--- config.mk ---
export PLATFORM = sky130hd
export DESIGN_NAME = move_scheduler
export DESIGN_NICKNAME = d
export VERILOG_FILES = /design/src/rtl/move_sched_pkg.sv /design/src/rtl/gravity_timer.sv /design/src/rtl/move_scheduler.sv
export SDC_FILE = /design/constraint.sdc
export NUM_CORES = 1
export LEC_CHECK = 0
export ABC_AREA = 1
export BUFFER_PORTS_ARGS = -buffer_cell sky130_fd_sc_hd__buf_2
export CAP_MARGIN = 0
export CELL_PAD_IN_SITES_DETAIL_PLACEMENT = 1
export CELL_PAD_IN_SITES_GLOBAL_PLACEMENT = 1
export CORE_MARGIN = 1.5
export CORE_UTILIZATION = 41
export CTS_BUF_LIST = sky130_fd_sc_hd__clkbuf_8
export DETAILED_ROUTE_END_ITERATION = 10
export PLACE_DENSITY_LB_ADDON = 0.25
export SLEW_MARGIN = 20
export SYNTH_ARGS = -nofsm -noshare
export SYNTH_HDL_FRONTEND = slang
export SYNTH_SLANG_ARGS = --single-unit
--- constraint.sdc ---
create_clock -name clk -period 4.5 [get_ports clk]
set_input_delay 0.45 -clock clk [delete_from_list [all_inputs] [get_ports clk]]
set_output_delay 0.45 -clock clk [all_outputs]
set_load 0.02 [all_outputs]
--- src/rtl/move_sched_pkg.sv ---
// Shared op codes, FSM state encoding, pending-bit layout and gravity period table
// for the move scheduler.
package move_sched_pkg;

   localparam int unsigned OP_W     = 3;
   localparam int unsigned PERIOD_W = 6;
   localparam int unsigned NUM_REQ  = 6;

   typedef logic [OP_W-1:0] op_t;

   localparam op_t OP_NONE  = 3'd0;
   localparam op_t OP_LEFT  = 3'd1;
   localparam op_t OP_RIGHT = 3'd2;
   localparam op_t OP_CW    = 3'd3;
   localparam op_t OP_CCW   = 3'd4;
   localparam op_t OP_DROP  = 3'd5;
   localparam op_t OP_LOCK  = 3'd6;
   localparam op_t OP_SPAWN = 3'd7;

   // Pending-bit positions, highest grant priority at the top
   localparam int unsigned P_DOWN  = 0;
   localparam int unsigned P_RIGHT = 1;
   localparam int unsigned P_LEFT  = 2;
   localparam int unsigned P_CCW   = 3;
   localparam int unsigned P_CW    = 4;
   localparam int unsigned P_GRAV  = 5;

   typedef enum logic [2:0] {
      ST_IDLE  = 3'd0,
      ST_SPAWN = 3'd1,
      ST_READY = 3'd2,
      ST_ISSUE = 3'd3,
      ST_LOCK  = 3'd4,
      ST_OVER  = 3'd5
   } state_t;

   function automatic logic [PERIOD_W-1:0] grav_period(input logic [1:0] level);
      case (level)
         2'b00:   return 6'd48;
         2'b01:   return 6'd24;
         2'b10:   return 6'd12;
         default: return 6'd6;
      endcase
   endfunction

   // Pending bits retired by an accepted op; DROP serves both gravity and DOWN
   function automatic logic [NUM_REQ-1:0] clr_mask(input op_t op);
      logic [NUM_REQ-1:0] m;
      m = '0;
      case (op)
         OP_LEFT:  m[P_LEFT]  = 1'b1;
         OP_RIGHT: m[P_RIGHT] = 1'b1;
         OP_CW:    m[P_CW]    = 1'b1;
         OP_CCW:   m[P_CCW]   = 1'b1;
         OP_DROP: begin
            m[P_GRAV] = 1'b1;
            m[P_DOWN] = 1'b1;
         end
         default: m = '0;
      endcase
      return m;
   endfunction

endpackage

--- src/rtl/gravity_timer.sv ---
// Counts video frames while running and emits a one-cycle tick once the
// level-dependent gravity period has elapsed.
module gravity_timer
   import move_sched_pkg::*;
#(
   parameter int unsigned FRAME_W = 6
)(
   input  logic       clk,
   input  logic       reset,
   input  logic       frame_start,
   input  logic [1:0] level,
   input  logic       run,
   input  logic       clear,
   output logic       tick
);

   logic [FRAME_W-1:0] count;
   logic [FRAME_W-1:0] limit;

   // >= rather than == so a faster level takes effect on the very next frame
   assign limit = FRAME_W'(grav_period(level) - PERIOD_W'(1));
   assign tick  = run & frame_start & (count >= limit);

   always_ff @(posedge clk or posedge reset) begin
      if (reset)
         count <= '0;
      else if (clear | tick)
         count <= '0;
      else if (run & frame_start)
         count <= count + FRAME_W'(1);
   end

endmodule

--- src/rtl/move_scheduler.sv ---
// Sequences player requests, gravity drops, lock and spawn operations toward the
// board engine, one op at a time over a valid/ready handshake.
module move_scheduler
   import move_sched_pkg::*;
#(
   parameter int unsigned FRAME_W = 6
)(
   input  logic       clk,
   input  logic       reset,
   input  logic       enable,
   input  logic       frame_start,
   input  logic [1:0] level,
   input  logic       req_left,
   input  logic       req_right,
   input  logic       req_cw,
   input  logic       req_ccw,
   input  logic       req_down,
   output logic       op_valid,
   output op_t        op_code,
   input  logic       op_ready,
   input  logic       op_blocked,
   output logic       game_over
);

   state_t             state, state_d;
   logic               valid_d, over_d;
   op_t                code_d, grant_c;
   logic [NUM_REQ-1:0] pend, pend_d, req_set, req_clr;
   logic               tick, accept, drop_acc, run;

   assign accept   = op_valid & op_ready;
   assign run      = (state == ST_READY) | (state == ST_ISSUE);
   assign drop_acc = accept & (state == ST_ISSUE) & (op_code == OP_DROP);

   gravity_timer #(.FRAME_W(FRAME_W)) u_gravity_timer (
      .clk         (clk),
      .reset       (reset),
      .frame_start (frame_start),
      .level       (level),
      .run         (run),
      .clear       (drop_acc | (state == ST_IDLE)),
      .tick        (tick)
   );

   // Fixed-priority grant over the pending bits
   always_comb begin
      grant_c = OP_NONE;
      if      (pend[P_GRAV])  grant_c = OP_DROP;
      else if (pend[P_CW])    grant_c = OP_CW;
      else if (pend[P_CCW])   grant_c = OP_CCW;
      else if (pend[P_LEFT])  grant_c = OP_LEFT;
      else if (pend[P_RIGHT]) grant_c = OP_RIGHT;
      else if (pend[P_DOWN])  grant_c = OP_DROP;
   end

   // Pending bits: a new request in the accept cycle survives the clear
   always_comb begin
      req_set = '0;
      req_clr = '0;
      if (state != ST_OVER)
         req_set = {tick, req_cw, req_ccw, req_left, req_right, req_down};
      if (accept && (state == ST_ISSUE))
         req_clr = clr_mask(op_code);
      pend_d = (pend & ~req_clr) | req_set;
      if (!enable || (state == ST_IDLE))
         pend_d = '0;
   end

   always_comb begin
      state_d = state;
      valid_d = op_valid;
      code_d  = op_code;
      over_d  = game_over;
      case (state)
         ST_IDLE: begin
            valid_d = 1'b0;
            code_d  = OP_NONE;
            over_d  = 1'b0;
            if (enable) begin
               state_d = ST_SPAWN;
               valid_d = 1'b1;
               code_d  = OP_SPAWN;
            end
         end
         ST_SPAWN: begin
            if (accept) begin
               valid_d = 1'b0;
               code_d  = OP_NONE;
               if (op_blocked) begin
                  state_d = ST_OVER;
                  over_d  = 1'b1;
               end else begin
                  state_d = ST_READY;
               end
            end
         end
         ST_READY: begin
            if (grant_c != OP_NONE) begin
               state_d = ST_ISSUE;
               valid_d = 1'b1;
               code_d  = grant_c;
            end
         end
         ST_ISSUE: begin
            // Blocked moves and rotations are simply discarded
            if (accept) begin
               if ((op_code == OP_DROP) && op_blocked) begin
                  state_d = ST_LOCK;
                  valid_d = 1'b1;
                  code_d  = OP_LOCK;
               end else begin
                  state_d = ST_READY;
                  valid_d = 1'b0;
                  code_d  = OP_NONE;
               end
            end
         end
         ST_LOCK: begin
            if (accept) begin
               state_d = ST_SPAWN;
               valid_d = 1'b1;
               code_d  = OP_SPAWN;
            end
         end
         ST_OVER: begin
            valid_d = 1'b0;
            code_d  = OP_NONE;
            over_d  = 1'b1;
         end
         default: begin
            state_d = ST_IDLE;
            valid_d = 1'b0;
            code_d  = OP_NONE;
            over_d  = 1'b0;
         end
      endcase
      // Leaving play withdraws any offered op immediately
      if (!enable) begin
         state_d = ST_IDLE;
         valid_d = 1'b0;
         code_d  = OP_NONE;
         over_d  = 1'b0;
      end
   end

   always_ff @(posedge clk or posedge reset) begin
      if (reset) begin
         state     <= ST_IDLE;
         op_valid  <= 1'b0;
         op_code   <= OP_NONE;
         game_over <= 1'b0;
         pend      <= '0;
      end else begin
         state     <= state_d;
         op_valid  <= valid_d;
         op_code   <= code_d;
         game_over <= over_d;
         pend      <= pend_d;
      end
   end

endmodule

==> results of run 1 <==
per-layer routing:
layer | vias to the layer above | wire length (um)
li1 | 710 | -
met1 | 662 | 1600
met2 | 14 | 2050
met3 | 5 | 74
met4 | 0 | 51
met5 | - | 0
power by group:
part / switching [W] / internal (W) / leakage [nW] / total (W)
combinational: 0.000257 / 0.000117 / 0.603 / 0.000373
sequential: 0.0000554 / 0.000221 / 0.270 / 0.000277
clock: 0.0000629 / 0.0000779 / 0.0288 / 0.000141
flip-flops by register name, summed over array words and instances (netlist names):
signal                 flops
op_code                    3
state                      3
game_over                  1
u_gravity_timer.count      6
op_valid                   1
pend                       6
cell type report:
cell class,count,share of cell area
multi-input cells,155,0.487
flip-flops and latches,20,0.312
inverters,33,0.0773
repair buffers,17,0.0531
well taps,46,0.0359
clock buffers,4,0.0343
through the flow:
| step | area [um^2] | instances | total power [W] |
|---|---|---|---|
| 3_5_place_dp | 1550 | 271 | 0.000650 |
| 3_3_place_gp | 1550 | 271 | 0.000628 |
| 2_1_floorplan | 1430 | 211 | 0.000552 |
| 5_1_grt | 1600 | 275 | 0.000866 |
| 6_report | 1600 | 275 | 0.000791 |
| 4_1_cts | 1600 | 275 | 0.000799 |
cell families after synthesis:
family,after synthesis,share of synthesized area
adders and majority gates,6,0.0527
buffers and inverters,36,0.101
xor gates and xnor gates,4,0.0246
and+or+nand+nor,114,0.354
DFF,20,0.351
AOI/OAI and AO/OA,31,0.117
synthesized netlist by cell type:
cell and number:
a21oi_1 12, buf_2 1, buf_6 1, clkbuf_1 1, dfrtp_1 20, ha_1 6
inv_1 30, inv_2 3, nand2_1 65, nand2_2 1, nand2_4 1, nand3_1 14
nand3_2 2, nand4_1 8, nor2_1 18, nor2_2 3, nor3_2 1, o21ai_0 12
o21ai_1 6, o21ai_4 1, or2_2 1, xnor2_1 1, xor2_1 3
final timing paths:
| path | cells past startpoint | endpoint |
|---|---|---|
| min reg2reg | 2 | game_over$_DFFE_PP0P_ |
| min | 2 | u_gravity_timer.count[2]$_DFFE_PP0P_ |
| max | 10 | u_gravity_timer.count[0]$_DFFE_PP0P_ |
| max reg2reg | 8 | u_gravity_timer.count[0]$_DFFE_PP0P_ |
| max in group asynchronous | 2 | op_code[0]$_DFFE_PP0P_ |
| min in group clk | 3 | pend[1]$_DFF_PP0_ |
==> results.toml, run 1 <==
[clock_tree]
post-cts-setup-buffers = 0
htree_num_levels = 1
cts_sinks = 20
clockRootBuffer = "clkbuf_8"
numCtsBuffers = 3
clkTransAtPathRegs_ns = 0.08
cts_max_path_buffers = 2
clk-insertion-delay-late_ns = 0.26
cts.repair.resized = 0
cts_tree = "built"
hold_buffers = 0

[placed_design]
gp_routability_congestion = 0.845
preCtsSetupSlack_ns = 2.39
post_dp_hpwl_um = 3030
port-buffer-count = 17

[route]
drtIter0Drc = 37
route.final.wire_length_um = 3770
remaining_drc_errors = 0
post_drt_wl_per_cell_um = 13.7
length_of_the_first_detailed_routing_pass_in_iterations = 4
ant_nets = 0
route.detailed.vias_per_inst = 5.06
via_total_after_detailed_routing = 1391

[synth]
syn_area_um2 = 1430
synth.yosys.warnings = 0
post_synthesis_register_bit_count = 20
synth_area_per_cell_um2 = 6.75
fraction_of_post_synthesis_cell_area_in_the_top_cell_type_by_area = 0.351
post_synth_inst_count = 211
synth_sequential_area_ratio = 0.351
synthesis.nets = 230
yosys.cell_types.count = 23
ys_top_cells_by_area = "dfrtp_1, nand2_1, inv_1"
synth_area_leader_cell = "dfrtp_1"

[worst_setup_path]
worst-setup-path-type = "in2reg"
cell_chain_of_the_critical_path = "buf_2, or2_2, ha_1, nand2_1, inv_1, o21ai_0, nand2_1, nor2_1, nand3_1, o21ai_1"
required_ns = 4.69
worstReg2RegStart = "u_gravity_timer.count[3]$_DFFE_PP0P_"
reg2reg_slack_ns = 2.72
critPathTopFamily = "simple AND/OR/NAND/NOR gates"
cpMostUsedCell = "nand2_1"
worst-path-buf-inv = 2
setup.worst_path.start = "level[0]"
timing.critical_path.from_type = "input pin"
cp-end-kind = "register"
crit_path_max_incr_delay_ns = 0.29
worst-path-max-fanout = 5
crit_path_top_delay_cell = "or2_2"
crit_arrival_ns = 2.02

[die]
chipWidth_um = 62.0
core_area_um2 = 3340
number_of_primary_i_o_pins = 18
num_rows = 21
die_area_um2 = 3840
die_y_um = 62.0
start_util = 0.427

[sta]
finalSetupViolCount = 0
report.final.hold_viol_count = 0
maxSlewViolCount = 0
fin_crit_ns = 1.83
setup_total_negative_slack_ns = 0
achievable-frequency_mhz = 546
post-route-period-util = 0.407
hold-worst-slack_ns = 0.315
timing.clock.skew_ns = 0.00254
relSlewSlack = 0.485
setup_slack_ns = 2.67
timing_worst_slew_pin_value_ns = 0.771
setup_repair_after_global_routing_missed_its_margin = "false"

[grt]
grt_util_met3 = 0.0248
grt.busiest_layer = "met2"
grt_max_degree = 21
antenna_found_initial = 0
grt.met1_usage = 0.262
grt.overflow.total = 0
number_of_global_route_vias_before_repair = 1440
grt_usage = 0.222
global_route_track_usage_on_met2 = 0.414
wire_length_of_the_first_global_routing_pass_um = 6260

[pwr]
peakVddDrop_v = 0.000180
power-per-cell-area_nw_per_um2 = 493
static-leakage-power_nw = 0.902

[cells_and_area]
antenna-diode-count = 0
layout-area-overhead-vs-synth_pct = 12.5
layout_commonest_cell = "nand2_1"
mostFrequentLayoutCells = "nand2_1, inv_1, dfrtp_1"
final_util = 0.480
area_used_by_sequential_logic_in_the_layout_um2 = 500
total_area_of_multi_input_combinational_cells_um2 = 781
drive_above_1_share = 0.148
nets = 249
num-fill-cells = 478

[worst_hold_path]
worstHoldPathType = "in2async"

[job]
maxCapViolations = 0

[run_status]
outcome = "completed"
Note: power is estimated with default switching activity, not from simulation.
==> run 2, diff against run 1 <==
--- a/config.mk
+++ b/config.mk
@@ -5,13 +5,13 @@
 export SDC_FILE = /design/constraint.sdc
 export NUM_CORES = 1
 export LEC_CHECK = 0
-export ABC_AREA = 1
+export ABC_AREA = 0
 export BUFFER_PORTS_ARGS = -buffer_cell sky130_fd_sc_hd__buf_2
 export CAP_MARGIN = 0
 export CELL_PAD_IN_SITES_DETAIL_PLACEMENT = 1
 export CELL_PAD_IN_SITES_GLOBAL_PLACEMENT = 1
 export CORE_MARGIN = 1.5
-export CORE_UTILIZATION = 41
+export CORE_UTILIZATION = 40
 export CTS_BUF_LIST = sky130_fd_sc_hd__clkbuf_8
 export DETAILED_ROUTE_END_ITERATION = 10
 export PLACE_DENSITY_LB_ADDON = 0.25
==> constraint.sdc (replaced) <==
create_clock -name clk -period 1.6 [get_ports clk]
set_input_delay 0.16 -clock clk [delete_from_list [all_inputs] [get_ports clk]]
set_output_delay 0.16 -clock clk [all_outputs]
set_load 0.02 [all_outputs]
==> results.toml, run 2 <==
[pwr]
static-leakage-power_nw = 0.798
power-per-cell-area_nw_per_um2 = 1420
total_power_w = 0.00249
peakVddDrop_v = 0.000891

[synth]
synth-async-reset-ratio = 1.00
post_synthesis_share_of_cell_area_spent_on_xor_and_xnor_gates = 0
synth_simple_gate_area_share = 0.267
synth-edff-count = 0
synth_sequential_area_ratio = 0.379
post_synth_fa_ha_maj_area_fraction = 0.0569
syn_area_um2 = 1320
synth.yosys.warnings = 0
post_synthesis_compound_gate_area_fraction = 0.244
fraction_of_post_synthesis_cell_area_in_the_top_cell_type_by_area = 0.379
post_synthesis_register_bit_count = 20
post_synth_inst_count = 160
yosysMostFrequentCell = "nand2_1"
combinational_family_with_the_most_area_after_synthesis = "simple AND/OR/NAND/NOR gates"
synthesis.nets = 179
ys_top_cells_by_area = "dfrtp_1, nand2_1, ha_1"
synth_area_per_cell_um2 = 8.25
synth_area_leader_cell = "dfrtp_1"
synthFlopType = "dfrtp_1"
synthMuxAreaShare = 0.00758
yosys.cell_types.count = 42
synth.top_cells.by_count = "nand2_1, dfrtp_1, a21oi_1"

[die]
start_util = 0.425
die_area_um2 = 3650
die_y_um = 60.4
number_of_primary_i_o_pins = 18
num_rows = 20
core_area_um2 = 3100
chipWidth_um = 60.4

[worst_setup_path]
timing.critical_path.from_type = "register"
crit_arrival_ns = 1.80
cp-end-kind = "register"
worst-path-max-fanout = 7
worst-setup-path-type = "reg2reg"
required_ns = 1.78

[route]
remaining_drc_errors = 0
route.detailed.vias_per_inst = 5.62
drtIter0Drc = 30
length_of_the_first_detailed_routing_pass_in_iterations = 4
route.final.wire_length_um = 4430
via_total_after_detailed_routing = 1371
ant_nets = 0
post_drt_wl_per_cell_um = 18.2

[placed_design]
preCtsSetupSlack_ns = -0.337
port-buffer-count = 17
post_dp_hpwl_um = 2990
gp_routability_congestion = 0.871

[grt]
grt_max_degree = 21
number_of_global_route_vias_before_repair = 1413
grt.overflow.total = 0
antenna_found_initial = 0
wire_length_of_the_first_global_routing_pass_um = 6760
grt_usage = 0.251

[cells_and_area]
drive_above_1_share = 0.340
layout-area-overhead-vs-synth_pct = 33.0
area_used_by_sequential_logic_in_the_layout_um2 = 502
num-fill-cells = 391
layout_commonest_cell = "nand2_1"
nets = 221
antenna-diode-count = 0
mostFrequentLayoutCells = "nand2_1, buf_4, dfrtp_1"
total_area_of_multi_input_combinational_cells_um2 = 848
largest_registers = "pend: 6 flops, u_gravity_timer.count: 6 flops"

[sta]
report.final.hold_viol_count = 0
setup_repair_after_global_routing_missed_its_margin = "true"
maxSlewViolCount = 0
hold-worst-slack_ns = 0.143
fin_crit_ns = 1.62
achievable-frequency_mhz = 617
finalSetupViolCount = 5
timing.clock.skew_ns = 0.00320
setup_slack_ns = -0.0199
timing_worst_slew_pin_value_ns = 0.403
relSlewSlack = 0.729
post-route-period-util = 1.01

[clock_tree]
htree_num_levels = 1
cts_sinks = 20
cts_max_path_buffers = 2
clk-insertion-delay-late_ns = 0.26
cts_tree = "built"
numCtsBuffers = 3
clockRootBuffer = "clkbuf_8"
clkTransAtPathRegs_ns = 0.08

[worst_hold_path]
worstHoldPathType = "in2reg"

[run_status]
violated_checks = "negative setup slack"
outcome = "complete, but fails checks"

[job]
maxCapViolations = 0
==> run 2: cell types whose count changed after synthesis, moves of 4 or more <==
cell	change
a31oi_1	+4
nand4_1	-7
inv_1	-24
nand2_1	-37
o21ai_1	+5
nor2_1	-5
o21ai_0	-9
nand3_1	-4
==> run 2: metal layers <==
layer / vias to the layer above / track usage / wire (um)
li1: 655 / - / -
met1: 684 / 0.330 / 1960
met2: 25 / 0.438 / 2320
met3: 7 / 0.0277 / 109
met4: 0 / 0.0714 / 50
met5: - / 0 / 0
==> run 2: logic make-up after synthesis <==
group	after synthesis
simple gates	72
buf+inv	13
fa+ha+maj	6
mux	1
compound gates	48
flops	20
==> run 2: final cells by class <==
type | count | area share
Sequential cell | 20 | 0.286
Timing Repair Buffer | 43 | 0.161
Clock buffer | 3 | 0.0235
Multi-Input combinational cell | 127 | 0.483
Tap cell | 44 | 0.0314
Inverter | 7 | 0.0150
==> run 2: power breakdown <==
part	switching, W	total [W]	internal, W	leakage, nW
Sequential	0.000154	0.000793	0.000640	0.267
Clock	0.000173	0.000341	0.000168	0.0216
Combinational	0.000796	0.00136	0.000564	0.509
==> run 2: repair_timing <==
action	in CTS	in global routing
endpoints found under the hold margin	20	0
setup endpoints to repair	12	15
resized for setup	8	8
hold buffers	1	0
pin swaps	2	9
buffers inserted	1	0
==> run 2: metrics by stage <==
| stage | area (um^2) | utilization | setup TNS, ns | instances |
|---|---|---|---|---|
| 6_report | 1760 | 0.566 | -0.0560 | 244 |
| 5_1_grt | 1760 | 0.566 | -0.585 | 244 |
| 4_1_cts | 1710 | 0.551 | 0 | 244 |
| 3_5_place_dp | 1610 | 0.519 | -2.15 | 239 |
| 3_3_place_gp | 1610 | 0.519 | -0.543 | 239 |
| 2_1_floorplan | 1320 | - | -0.0166 | 160 |
==> run 2: worst paths after layout <==
path / start / end / slack [ns] / cells after the start
min in group asynchronous: reset / pend[5]$_DFF_PP0_ / 0.49 / 4
setup reg to reg: u_gravity_timer.count[3]$_DFFE_PP0P_ / u_gravity_timer.count[3]$_DFFE_PP0P_ / -0.02 / 6
hold reg to reg: game_over$_DFFE_PP0P_ / game_over$_DFFE_PP0P_ / 0.58 / 1
hold / removal: req_right / pend[1]$_DFF_PP0_ / 0.14 / 3
max in group asynchronous: reset / state[0]$_DFFE_PP0P_ / 0.87 / 4
setup / recovery: u_gravity_timer.count[3]$_DFFE_PP0P_ / u_gravity_timer.count[3]$_DFFE_PP0P_ / -0.02 / 6
==> run 2: worst max-delay path, stage by stage (launching register included) <==
cell       delay [ns]
dfrtp_1          0.42
ha_4             0.24
a2111oi_4        0.36
o21ai_2          0.14
nand2_4          0.13
nand3_2          0.07
a31oi_1          0.18
